File: config.mk
export PLATFORM = sky130hd
export DESIGN_NAME = alu_operand_sequencer
export DESIGN_NICKNAME = d
export VERILOG_FILES = /design/src/rtl/alu_seq_pkg.sv /design/src/rtl/btn_debouncer.sv /design/src/rtl/alu_operand_sequencer.sv
export SDC_FILE = /design/constraint.sdc
export NUM_CORES = 1
export LEC_CHECK = 0
export CAP_MARGIN = 5
export CORE_ASPECT_RATIO = 0.7
export CORE_MARGIN = 4
export CORE_UTILIZATION = 25
export CTS_CLUSTER_DIAMETER = 150
export CTS_CLUSTER_SIZE = 25
export DETAILED_ROUTE_END_ITERATION = 7
export PLACE_DENSITY = 0.44
export SKIP_LAST_GASP = 1
export SYNTH_ARGS = -nofsm -noshare
export SYNTH_HDL_FRONTEND = slang
export SYNTH_SLANG_ARGS = --single-unit
File: constraint.sdc
create_clock -name clk -period 2.7 [get_ports clk]
set_clock_uncertainty 0.1 [all_clocks]
set_input_delay 0.27 -clock clk [delete_from_list [all_inputs] [get_ports clk]]
set_output_delay 0.27 -clock clk [all_outputs]
set_load 0.1 [all_outputs]
File: src/rtl/alu_seq_pkg.sv
`default_nettype none
// ============================================================================
//  Module      : alu_seq_pkg
//  Description : Shared types and constants for the ALU operand sequencer.
//  Revision    : 1.0 - initial release
// ============================================================================
package alu_seq_pkg;

   // Operand-entry steps, in the order the user walks through them.
   typedef enum logic [1:0] {
      ENTER_A  = 2'd0,
      ENTER_B  = 2'd1,
      ENTER_OP = 2'd2,
      SHOW_RES = 2'd3
   } seq_state_t;

   // LED pattern of the first step; the other steps are shifted copies.
   localparam logic [3:0] c_STEP_LED_BASE = 4'b0001;

   // One-hot LED pattern for a given step.
   function automatic logic [3:0] step_led(input seq_state_t s);
      return c_STEP_LED_BASE << s;
   endfunction

endpackage
`default_nettype wire

File: src/rtl/btn_debouncer.sv
`default_nettype none
// ============================================================================
//  Module      : btn_debouncer
//  Description : 2-flop synchronizer, stability-count debouncer and rising
//                edge detector producing a one-cycle press pulse.
//  Revision    : 1.0 - initial release
// ============================================================================
module btn_debouncer #(
   parameter int DB_CYCLES = 500000
) (
   input  logic clk,
   input  logic reset,
   input  logic btn_raw,
   output logic press
);

   localparam int              CW        = $clog2(DB_CYCLES);
   localparam logic [CW-1:0]   c_CNT_MAX = CW'(DB_CYCLES - 1);

   logic          r_sync1;
   logic          r_sync2;
   logic [CW-1:0] r_cnt;
   logic          r_db;
   logic          r_db_d;
   logic          r_press;

   // Bring the raw button into the clock domain.
   always_ff @(posedge clk or negedge reset) begin
      if (!reset) begin
         r_sync1 <= 1'b0;
         r_sync2 <= 1'b0;
      end else begin
         r_sync1 <= btn_raw;
         r_sync2 <= r_sync1;
      end
   end

   // Flip the debounced level only after DB_CYCLES consecutive differing
   // samples; any sample matching the current level restarts the count.
   // The counter stops at its maximum and is cleared on the flip, so it
   // never wraps.
   always_ff @(posedge clk or negedge reset) begin
      if (!reset) begin
         r_cnt <= '0;
         r_db  <= 1'b0;
      end else if (r_sync2 == r_db) begin
         r_cnt <= '0;
      end else if (r_cnt == c_CNT_MAX) begin
         r_db  <= r_sync2;
         r_cnt <= '0;
      end else begin
         r_cnt <= r_cnt + 1'b1;
      end
   end

   // Registered one-cycle pulse on each debounced rising edge.
   always_ff @(posedge clk or negedge reset) begin
      if (!reset) begin
         r_db_d  <= 1'b0;
         r_press <= 1'b0;
      end else begin
         r_db_d  <= r_db;
         r_press <= r_db & ~r_db_d;
      end
   end

   assign press = r_press;

endmodule
`default_nettype wire

File: src/rtl/alu_operand_sequencer.sv
`default_nettype none
// ============================================================================
//  Module      : alu_operand_sequencer
//  Description : Turns debounced enter/clear buttons and the board switches
//                into the load_A / load_B / load_Op / updateRes strobe
//                sequence consumed by the ALU register block.
//  Revision    : 1.0 - initial release
// ============================================================================
module alu_operand_sequencer
   import alu_seq_pkg::*;
#(
   parameter int N         = 16,
   parameter int OP_W      = 2,
   parameter int DB_CYCLES = 500000
) (
   input  logic         clk,
   input  logic         reset,
   input  logic [N-1:0] switches,
   input  logic         btn_enter,
   input  logic         btn_clear,
   output logic [N-1:0] data_in,
   output logic         load_A,
   output logic         load_B,
   output logic         load_Op,
   output logic         updateRes,
   output logic [3:0]   step_leds
);

   logic         w_ent_press;
   logic         w_clr_press;

   seq_state_t   r_state;
   seq_state_t   w_state_next;
   logic [3:0]   r_strobe;       // {updateRes, load_Op, load_B, load_A}
   logic [3:0]   w_strobe_next;
   logic [N-1:0] r_data;
   logic [N-1:0] w_data_next;

   btn_debouncer #(.DB_CYCLES(DB_CYCLES)) u_db_enter (
      .clk     (clk),
      .reset   (reset),
      .btn_raw (btn_enter),
      .press   (w_ent_press)
   );

   btn_debouncer #(.DB_CYCLES(DB_CYCLES)) u_db_clear (
      .clk     (clk),
      .reset   (reset),
      .btn_raw (btn_clear),
      .press   (w_clr_press)
   );

   // State, strobe and data registers; strobes last exactly one cycle.
   always_ff @(posedge clk or negedge reset) begin
      if (!reset) begin
         r_state  <= ENTER_A;
         r_strobe <= '0;
         r_data   <= '0;
      end else begin
         r_state  <= w_state_next;
         r_strobe <= w_strobe_next;
         r_data   <= w_data_next;
      end
   end

   // Step sequencing; clear takes priority over a simultaneous enter.
   always_comb begin
      w_state_next  = r_state;
      w_strobe_next = '0;
      w_data_next   = r_data;
      if (w_clr_press) begin
         w_state_next = ENTER_A;
      end else if (w_ent_press) begin
         case (r_state)
            ENTER_A: begin
               w_state_next  = ENTER_B;
               w_strobe_next = 4'b0001;
               w_data_next   = switches;
            end
            ENTER_B: begin
               w_state_next  = ENTER_OP;
               w_strobe_next = 4'b0010;
               w_data_next   = switches;
            end
            ENTER_OP: begin
               w_state_next  = SHOW_RES;
               w_strobe_next = 4'b0100;
               w_data_next   = {{(N-OP_W){1'b0}}, switches[OP_W-1:0]};
            end
            SHOW_RES: begin
               // Result latch: data_in keeps the opcode value.
               w_state_next  = ENTER_A;
               w_strobe_next = 4'b1000;
            end
            default: begin
               w_state_next = ENTER_A;
            end
         endcase
      end
   end

   assign data_in   = r_data;
   assign load_A    = r_strobe[0];
   assign load_B    = r_strobe[1];
   assign load_Op   = r_strobe[2];
   assign updateRes = r_strobe[3];
   assign step_leds = step_led(r_state);

endmodule
`default_nettype wire

* Yosys cells after proc, flatten, opt, wreduce, memory -nomap -nowiden *
Index checks and enable logic that the tools add are counted.

operators by class
  $add $sub $neg = 2
  multipliers = 0
  divide/modulo/power cells = 0
  magnitude comparators = 0
  equality and inequality tests = 7
  shifts and indexed selects = 1
  muxes and demuxes = 11
  bitwise operators = 7
  reduce and logical (&&, ||, !) cells = 7

operators by type and width
  kind                                                                number
  19-bit 2-to-1 mux                                                   4
  19-bit by 1-bit adder with 19-bit output (second input constant)    2
  19-bit == test (second input constant)                              2
  16-bit case mux with 2 select lines                                 1
  4-bit case mux with 4 select lines                                  1
  4-bit 2-to-1 mux                                                    2
  2-bit case mux with 4 select lines                                  1
  1-bit inverter                                                      5
  2-bit == test (second input constant)                               2
  2-bit 2-to-1 mux                                                    2
  2-bit AND reduction                                                 2
  2-bit nonzero test                                                  2
  1-bit by 2-bit << shifter with 4-bit output (first input constant)  1
  3-bit AND reduction                                                 1
  1-bit bitwise AND                                                   2
  1-bit == test                                                       2
  2-bit by 1-bit == test with 1-bit output (second input constant)    1
  2-bit zero test                                                     1
  2-bit OR reduction                                                  1

storage, ports and cells
  bits in registers = 70
  bits in latches = 0
  bits in writable memories = 0
  bits in read-only memories = 0
  bits of input ports = 20
  output and inout bits = 24
  memories kept = 0

* Logic depth before layout (Yosys ltp) *
Gate-level depths: netlist of the first run.

  depth in word-level cells = 4
  gate-level depth with buffers = 8

* Cells and area by module *
Synthesis of the first run repeated with hierarchy kept, for this count alone.

second synthesis, totals
  cell total of the unflattened synthesis = 290
  area, all modules = 3279.4 µm²

modules (own cells, without submodules)
  module                 instances  cells each  area an instance (µm²)  sequential area each (µm²)
  btn_debouncer          2          108         1136.1                  600.6
  alu_operand_sequencer  1          74          1007.2                  550.5

* Worst setup path before layout of the first run *
OpenSTA, ideal clock, no wires.

  path type = reg-to-reg
  start = reg r_state[0]
  end = reg r_data[0] (netlist: data_in[0])
  library setup time = 126 ps
  arrival time = 2064 ps
  slack = 410 ps
  cell stages (with the launch flop) = 5
  buffers on the path = 1
  period minus slack after synthesis = 2290 ps
  path through = dfrtp_1 ha_1 nand2b_1 clkbuf_1 mux2_2

on the way
  longest elaborated chain between the ends = 4

RTL lines
  element                                                                      line                         text
  start: declaration                                                           alu_operand_sequencer.sv:32  seq_state_t r_state;
  start signal: assignment                                                     alu_operand_sequencer.sv:60  r_state <= w_state_next;
  2-bit by 1-bit == test with 1-bit output or 2-bit zero test (tied branches)  alu_operand_sequencer.sv:74  case (r_state)
  2-bit OR reduction (no line)                                                 --
  2-bit nonzero test (no line) (*)                                             --
  3-bit AND reduction (no line) (*)                                            --
  end signal: assignment                                                       alu_operand_sequencer.sv:62  r_data <= w_data_next;
  end: declaration                                                             alu_operand_sequencer.sv:36  logic [N-1:0] r_data;

Every way passes the cells marked *; elsewhere a longest branch is shown, timed or not.
A chain may end at the register's enable or synchronous reset.

* Worst setup path after layout of the first run *
  start = reg u_db_enter.r_cnt[0]
  end = reg u_db_enter.r_cnt[18]

on the way
  longest elaborated chain between the ends = 3

RTL lines
  element                                                                     line                                      text
  start: declaration                                                          btn_debouncer.sv:22                       logic [CW-1:0] r_cnt;
  start signal: assignment                                                    btn_debouncer.sv:52                       r_cnt <= r_cnt + 1'b1;
  19-bit by 1-bit adder with 19-bit output or 19-bit == test (tied branches)  btn_debouncer.sv:52, btn_debouncer.sv:48
  19-bit 2-to-1 mux (*)                                                       btn_debouncer.sv:48                       end else if (r_cnt == c_CNT_MAX) begin
  19-bit 2-to-1 mux (*)                                                       btn_debouncer.sv:46                       end else if (r_sync2 == r_db) begin

Marked as above.

==> results of run 1 <==
-- state kept, by name, indices dropped and copies added, names as in the netlist --
signal	flops
u_db_clear.r_db	1
u_db_enter.r_sync2	1
u_db_enter.r_db_d	1
r_strobe	4
u_db_clear.r_cnt	19
u_db_enter.press	1
u_db_clear.r_sync1	1
u_db_enter.r_cnt	19
u_db_enter.r_db	1
u_db_clear.press	1
u_db_clear.r_sync2	1
u_db_enter.r_sync1	1
data_in	16
u_db_clear.r_db_d	1
r_state	2
-- worst register-to-register path, stage by stage, from the launching register on --
cell,delay (ns)
dfrtp_1,0.40
ha_1,0.27
nand4_4,0.19
or4_4,0.60
or3_1,0.32
a21oi_1,0.15
-- layer usage --
layer  GRT usage  share of wire
met1       0.146           0.53
met5           0              0
met2       0.137           0.37
met4      0.0373          0.017
met3      0.0309          0.084
-- cell families after synthesis --
logic type / count (synthesis) / share of synthesized area
AO/OA/AOI/OAI: 34 / 0.0644
XOR/XNOR: 28 / 0.0770
AND/OR/NAND/NOR: 140 / 0.232
buffers and inverters: 18 / 0.0239
flip-flops: 70 / 0.550
adder cells (fa/ha/maj): 9 / 0.0353
multiplexers: 5 / 0.0173
-- cell usage in the layout, fill, tap and decap left out, drive strengths merged, types with 2 or more instances in the layout --
master | netlist | layout
dfrtp | 70 | 70
nor2 | 33 | 33
buf | 4 | 30
nand2 | 27 | 27
o21ai | 20 | 20
xnor2 | 18 | 18
clkdlybuf4s50 | 0 | 18
nand2b | 15 | 15
nand3 | 12 | 12
xor2 | 10 | 10
nand4 | 10 | 10
clkbuf | 6 | 10
a21oi | 9 | 9
ha | 9 | 9
inv | 8 | 8
nor3 | 8 | 8
or3 | 7 | 7
nor4 | 5 | 5
and2 | 5 | 5
or4 | 5 | 5
mux2 | 4 | 4
and4 | 3 | 3
o31ai | 3 | 3
nor4b | 3 | 3
nor2b | 3 | 3
and3 | 2 | 2
or2 | 2 | 2
clkinv | 0 | 2
clkinvlp | 0 | 2
bufinv | 0 | 2
-- layout make-up --
cell class	count	area, um^2	area share
Clock buffer	10	239	0.0584
Inverter	8	30.0	0.00734
Sequential cell	70	1750	0.428
Timing Repair Buffer	49	425	0.104
Clock inverter	6	85.1	0.0208
Tap cell	162	203	0.0495
Multi-Input combinational cell	216	1360	0.332
-- report_power, final --
group / internal [mW] / total [mW] / switching (mW)
logic: 0.0440 / 0.101 / 0.0572
registers: 1.06 / 1.07 / 0.0101
clock network: 0.830 / 1.27 / 0.442
total: 1.94 / 2.44 / 0.510
-- final timing paths --
| check | slack (ns) | end |
|---|---|---|
| worst max-delay path | 0.60 | u_db_enter.r_cnt[18] |
| worst min-delay path | 0.25 | u_db_enter.r_sync2 |
| worst max register to register | 0.60 | u_db_enter.r_cnt[18] |
| worst min register to register | 0.25 | u_db_enter.r_sync2 |
| max in group asynchronous | 1.50 | u_db_clear.r_cnt[0] |
| min in group asynchronous | 0.35 | r_strobe[3] |
-- through the flow --
stage	area [um^2]	instances	power (mW)	utilization	hold slack, ns
floorplan	3190	304	1.13	-	-0.126
global placement	3760	504	1.19	0.302	0.191
detailed placement	3760	504	1.19	0.302	0.188
CTS	4090	521	2.49	0.328	0.248
global route	4090	521	2.55	0.328	0.268
finish	4090	521	2.44	0.328	0.247
==> impl_metrics.yaml, run 1 <==
power:
  ir_drop_mv: 0.313
  power.leakage_nw: 1.78
  p_per_area_nw_per_um2: 597
finish:
  syn_to_final_growth_pct: 28.4
  diodes: 0
  nets: 383
  fillerInstances: 1270
  drive_gt1_frac: 0.153
clocking:
  clk_pin_slew_ns: 0.06
  hold_buffers: 1
  htree_levels: 3
  post_cts_buffers: 0
  cts_buffers: 9
  clkLatencyLatePin_ns: 0.33
  cts_resized: 0
  clock-sinks: 70
  clock_path_buffers: 2
  cts_tree: "yes"
  cts_root_buf: "clkbuf_16"
drt:
  drt_iter0_drc: 91
  ant_nets: 0
  drc_errors: 0
  routed_via_density: 4.35
  wirelength_um: 6790
  drtPass1Iterations: 4
  wl_per_cell_um: 13.0
  dr_total_vias: 2265
die:
  placementRows: 34
  start_util: 0.256
  core_area_um2: 12500
  die_h_um: 102
  die_w_um: 143
  fp.dieArea_um2: 14600
  num_io_pins: 44
sta:
  tns_ns: 0
  final-setup-viol-count: 0
  period_share: 0.778
  min_period_ns: 2.10
  grt_setup_unrepaired: "no"
  max_freq_mhz: 476
  finalHoldViolations: 0
  worst_slack_ns: 0.599
  slew_violations: 0
  max_slew_margin: 0.642
  worstMarginPinSlew_ns: 0.537
critical_path:
  crit_arrival_ns: 2.25
  worst-path-stages: 5
  cpPeakStageDelay_ns: 0.59
  path_buf_inv: 0
  cp_cell_sequence: "ha_1 > nand4_4 > or4_4 > or3_1 > a21oi_1"
  path_delay_family: "simple AND/OR/NAND/NOR gates"
  crit_slowest_cell: "or4_4"
  required_ns: 2.85
  startpoint_type: "flip-flop"
  rr_worst_depth: 5
  critical_path_peak_fanout: 8
  cp-end-kind: "flip-flop"
  rr_startpoint: "u_db_enter.r_cnt[0]"
  startpoint: "u_db_enter.r_cnt[0]"
  worstSetupPathType: "flip-flop to flip-flop"
global_routing:
  track_usage: 0.100
  grt_max_degree: 50
  overflow: 0
  antenna_found_initial: 0
  first_global_vias: 2252
  grt_pass1_wl_um: 11500
yosys:
  synth.most_common_cell: "dfrtp_1"
  syn-mean-instance-area_um2: 10.5
  ys_types: 33
  synth.cell_area_um2: 3190
  synth_seq_area_share: 0.550
  synth_top_area_share: 0.550
  yosysWarnings: 0
  async_flop_share: 1.00
  synthFlopType: "dfrtp_1"
  synthTopCellsByCount: "dfrtp_1, nor2_1, nand2_1, o21ai_0, xnor2_1"
  syn_inst: 304
  synth_area_leaders: "dfrtp_1, xnor2_1, nor2_1, ha_1, nand2_1"
  ys_ff_latch: 70
  synth.largest_area_cell: "dfrtp_1"
  synth_nets: 333
  synth_edf_count: 0
worst_hold_path:
  holdCritPathClass: "flip-flop to flip-flop"
  whs_path_depth: 0
  min_from: "u_db_enter.r_sync1"
place:
  place_hpwl_um: 4660
  place_ws_ns: 0.595
  globalplace.congestion: 0.753
  port_buffers: 43
job:
  max-cap-violations: 0
run_status:
  outcome: "completed"
Power figures use the tool's default switching activity.
==> inputs of run 2 (changes only) <==
clock period = 2 ns   (was 2.7 ns; I/O delays follow)
==> run 2 against run 1 <==
Non-clock buffer count up 13. Final cell count is 2.5% higher. Via count increased by 2.1%. Fmax up 9.8%. Worst hold slack worse by 0.034 ns.
==> impl_metrics.yaml, run 2 (synthesis results as in run 1) <==
critical_path:
  cpPeakStageDelay_ns: 0.37
  crit_arrival_ns: 2.07
  cp-end-kind: "flip-flop"
  path_delay_family: "simple AND/OR/NAND/NOR gates"
  rr_startpoint: "u_db_clear.r_cnt[0]"
  worstSetupPathType: "flip-flop to flip-flop"
  startpoint: "u_db_clear.r_cnt[0]"
  startpoint_type: "flip-flop"
  required_ns: 2.15
  cp_cell_sequence: "ha_2 > and4_1 > buf_4 > nand4_1 > buf_4 > or3_1 > a21oi_1"
  cpMostUsedCell: "buf_4"
  crit_slowest_cell: "dfrtp_1"
  path_buf_inv: 2
  critical_path_peak_fanout: 4
worst_hold_path:
  min_from: "btn_enter"
  holdCritPathClass: "input port to flip-flop"
finish:
  nets: 396
  diodes: 0
  syn_to_final_growth_pct: 33.9
  drive_gt1_frac: 0.199
  final_common_cell: "dfrtp_1"
  stdcell_count: 534
  fillerInstances: 1270
  final_cell_mix: "dfrtp_1, buf_4, nor2_1"
sta:
  finalHoldViolations: 0
  worstMarginPinSlew_ns: 0.517
  grt_setup_unrepaired: "yes"
  max_slew_margin: 0.655
  min_period_ns: 1.91
  max_freq_mhz: 523
  tns_ns: 0
  holdWs_ns: 0.213
  final-setup-viol-count: 0
  slew_violations: 0
  period_share: 0.957
  worst_slack_ns: 0.0864
clocking:
  cts_buffers: 9
  htree_levels: 3
  clkLatencyLatePin_ns: 0.33
  cts_tree: "yes"
  clk_pin_slew_ns: 0.05
  cts_root_buf: "clkbuf_16"
  clock_path_buffers: 2
  clock-sinks: 70
place:
  place_ws_ns: -0.00152
  port_buffers: 43
  dp.cells: 515
  globalplace.congestion: 0.725
  place_hpwl_um: 4820
drt:
  drc_errors: 0
  wirelength_um: 6720
  drtPass1Iterations: 7
  ant_nets: 0
  routed_via_density: 4.33
  dr_total_vias: 2312
  drt_iter0_drc: 142
  wl_per_cell_um: 12.6
die:
  start_util: 0.256
  die_w_um: 143
  placementRows: 34
  core_area_um2: 12500
  num_io_pins: 44
  die_h_um: 102
  fp.dieArea_um2: 14600
power:
  p_clk_frac: 0.525
  p_comb_frac: 0.043
  finalPower_mw: 3.35
  switchingPower_mw: 0.659
  p_per_area_nw_per_um2: 785
  p_int_mw: 2.69
  power_frac_seq: 0.432
  ir_drop_mv: 0.381
  swShare: 0.197
  power.leakage_nw: 1.85
global_routing:
  grt_max_degree: 51
  grt_pass1_wl_um: 11200
  overflow: 0
  track_usage: 0.0993
  first_global_vias: 2200
  antenna_found_initial: 0
job:
  max-cap-violations: 0
run_status:
  outcome: "completed"
==> run 2: timing repair <==
action / CTS / global route
setup buffers: 0 / 2
hold endpoints to repair: 70 / 0
hold buffers: 1 / 0
gates resized for setup: 1 / 4
endpoints found under the setup margin: 2 / 6
pin swaps: 0 / 0
gates cloned: 0 / 0
==> run 2: layout make-up <==
type / instances / area [um^2] / share of cell area
clock buffers: 13 / 270 / 0.0633
clock inverters: 3 / 65.1 / 0.0152
inverters: 8 / 30.0 / 0.00704
multi-input cells: 216 / 1370 / 0.322
flip-flops and latches: 70 / 1750 / 0.411
well taps: 162 / 203 / 0.0475
repair buffers: 62 / 573 / 0.134
==> run 2: path summary, 6_finish.rpt <==
path / slack, ns / to / cells past startpoint
min in group asynchronous: 0.32 / u_db_enter.r_sync2 / 3
min: 0.21 / u_db_enter.r_sync1 / 1
max: 0.09 / u_db_clear.r_cnt[16] / 7
max in group asynchronous: 1.24 / u_db_enter.r_cnt[2] / 3
max reg2reg: 0.09 / u_db_clear.r_cnt[16] / 7
min reg2reg: 0.25 / u_db_clear.r_sync2 / 0
==> run 2: layer usage <==
metal | part of all wire | wire (um) | track usage
met1 | 0.55 | 3700 | 0.148
met2 | 0.36 | 2440 | 0.125
met3 | 0.068 | 458 | 0.0407
met4 | 0.018 | 121 | 0.0394
met5 | 0 | 0 | 0
==> run 2: power by group through the flow <==
stage | combinational, mW | sequential [mW] | clock, mW
2_1_floorplan | 0.0428 | 1.48 | 0
3_3_place_gp | 0.146 | 1.47 | 0
3_5_place_dp | 0.144 | 1.47 | 0
4_1_cts | 0.147 | 1.45 | 1.83
5_1_grt | 0.162 | 1.45 | 1.88
6_report | 0.143 | 1.45 | 1.76
==> run 2: worst register-to-register path: cells and delay by family (launching register included) <==
| kind | cells | cell delay [ns] |
|---|---|---|
| simple gates | 3 | 0.70 |
| flops | 1 | 0.37 |
| fa+ha+maj | 1 | 0.21 |
| buf+inv | 2 | 0.33 |
| compound gates | 1 | 0.14 |
==> run 2: stage by stage <==
step                area [um^2]  utilization
floorplan                  3190            -
global placement           3900        0.313
detailed placement         3900        0.313
CTS                        4240        0.340
global route               4270        0.342
finish                     4270        0.342
==> inputs of run 3 (changes only) <==
SKIP_LAST_GASP = unset   (was 1)
==> run 3 against run 2 <==
Sequential cell count unchanged. Clock power barely moved. Global-route usage stayed put. Clock-buffer cell count unchanged. Largest cell class unchanged. Largest power group unchanged.
==> impl_metrics.yaml, run 3 (synthesis results as in run 1) <==
critical_path:
  crit_arrival_ns: 2.05
  cpPeakStageDelay_ns: 0.56
  cp-end-kind: "flip-flop"
  path_buf_inv: 0
  startpoint_type: "flip-flop"
  worstSetupPathType: "flip-flop to flip-flop"
  required_ns: 2.15
  cp_cell_sequence: "ha_2 > nand4_4 > or4_4 > or3_1 > a21oi_1"
  r2r_slack_ns: 0.10
  crit_slowest_cell: "or4_4"
  rr_startpoint: "u_db_enter.r_cnt[1]"
  path_delay_family: "simple AND/OR/NAND/NOR gates"
  rr_worst_depth: 5
  critical_path_peak_fanout: 4
  worstReg2RegEnd: "u_db_enter.r_cnt[16]"
finish:
  final_cell_mix: "dfrtp_1, buf_4, nor2_1"
  utilization: 0.343
  final_common_cell: "dfrtp_1"
  fillerInstances: 1270
  register_area_um2: 1750
  multiInputGateArea_um2: 1380
  drive_gt1_frac: 0.202
  syn_to_final_growth_pct: 34.0
  nets: 396
  diodes: 0
worst_hold_path:
  min_from: "btn_enter"
  holdCritPathClass: "input port to flip-flop"
  whs_path_depth: 1
  min_to: "u_db_enter.r_sync1"
sta:
  max_slew_margin: 0.655
  slew_violations: 0
  max_freq_mhz: 527
  final-setup-viol-count: 0
  grt_setup_unrepaired: "no"
  worstMarginPinSlew_ns: 0.517
  finalHoldViolations: 0
  worst_slack_ns: 0.102
  period_share: 0.949
  min_period_ns: 1.90
clocking:
  htree_levels: 3
  cts_tree: "yes"
  clkLatencyLatePin_ns: 0.33
  cts_buffers: 9
  clk_pin_slew_ns: 0.05
  cts_root_buf: "clkbuf_16"
  clock_path_buffers: 2
  clock-sinks: 70
drt:
  wl_per_cell_um: 12.6
  drtPass1Iterations: 4
  ant_nets: 0
  drc_errors: 0
  routed_via_density: 4.33
  drt_iter0_drc: 123
  wirelength_um: 6710
  dr_total_vias: 2313
die:
  die_h_um: 102
  fp.dieArea_um2: 14600
  start_util: 0.256
  num_io_pins: 44
  placementRows: 34
  die_w_um: 143
  core_area_um2: 12500
power:
  power_frac_seq: 0.432
  swShare: 0.197
  ir_drop_mv: 0.381
  power.leakage_nw: 1.85
  p_int_mw: 2.69
  p_clk_frac: 0.525
  switchingPower_mw: 0.661
  p_comb_frac: 0.043
  finalPower_mw: 3.35
  p_per_area_nw_per_um2: 785
global_routing:
  grt_max_degree: 51
  overflow: 0
  track_usage: 0.0993
  grt_pass1_wl_um: 11200
  first_global_vias: 2200
  antenna_found_initial: 0
place:
  globalplace.congestion: 0.725
  place_ws_ns: -0.00152
  place_hpwl_um: 4820
  port_buffers: 43
job:
  max-cap-violations: 0
run_status:
  outcome: "completed"
## run 3: how the worst max path moves through the flow
stage / to / depth (start not counted) / slack, ns / from
floorplan: data_in[0] / 4 / 0.01 / r_state[0]
global placement: u_db_clear.r_cnt[11] / 3 / 0.05 / u_db_clear.r_cnt[5]
detailed placement: u_db_clear.r_cnt[8] / 5 / -0.002 / u_db_clear.r_cnt[0]
CTS: u_db_enter.r_cnt[16] / 5 / 0.07 / u_db_enter.r_cnt[1]
global route: u_db_enter.r_cnt[17] / 4 / 0.008 / u_db_enter.r_cnt[3]
finish: u_db_enter.r_cnt[16] / 5 / 0.10 / u_db_enter.r_cnt[1]
## run 3: through the flow
| stage | instance area [um^2] | cells | hold slack (ns) | TNS, ns |
|---|---|---|---|---|
| after global placement | 3900 | 515 | 0.153 | 0 |
| after CTS | 4240 | 532 | 0.194 | 0 |
| final | 4270 | 534 | 0.213 | 0 |
| after global routing | 4270 | 534 | 0.193 | 0 |
| after floorplan | 3190 | 304 | -0.196 | 0 |
| after detailed placement | 3900 | 515 | 0.147 | -0.00152 |
## run 3: what timing repair did
item | in CTS | in global routing
hold buffers | 1 | 0
buffers inserted | 0 | 2
setup endpoints to repair | 2 | 6
gates cloned | 0 | 0
endpoints found under the hold margin | 70 | 0
gates resized for setup | 1 | 5
## run 3: power groups by stage
stage	sequential, mW	clock (mW)	combinational [mW]
floorplan	1.48	0	0.0428
global placement	1.47	0	0.146
detailed placement	1.47	0	0.144
CTS	1.45	1.83	0.147
global route	1.45	1.88	0.162
finish	1.45	1.76	0.144
## run 3: layout make-up
cell class | count | area share
well taps | 162 | 0.0475
clock buffers | 13 | 0.0633
flip-flops and latches | 70 | 0.411
inverters | 8 | 0.00703
multi-input cells | 216 | 0.322
clock inverters | 3 | 0.0152
repair buffers | 62 | 0.134
## run 3: worst register-to-register path: stages, from the launching register on
cell and delay [ns]:
dfrtp_1 0.38, ha_2 0.23, nand4_4 0.10, or4_4 0.56, or3_1 0.32, a21oi_1 0.14
## run 3: per-layer routing
layer / GRT usage / routed length [um]
met3: 0.0407 / 441
met1: 0.148 / 3690
met2: 0.125 / 2460
met4: 0.0394 / 121
met5: 0 / 0
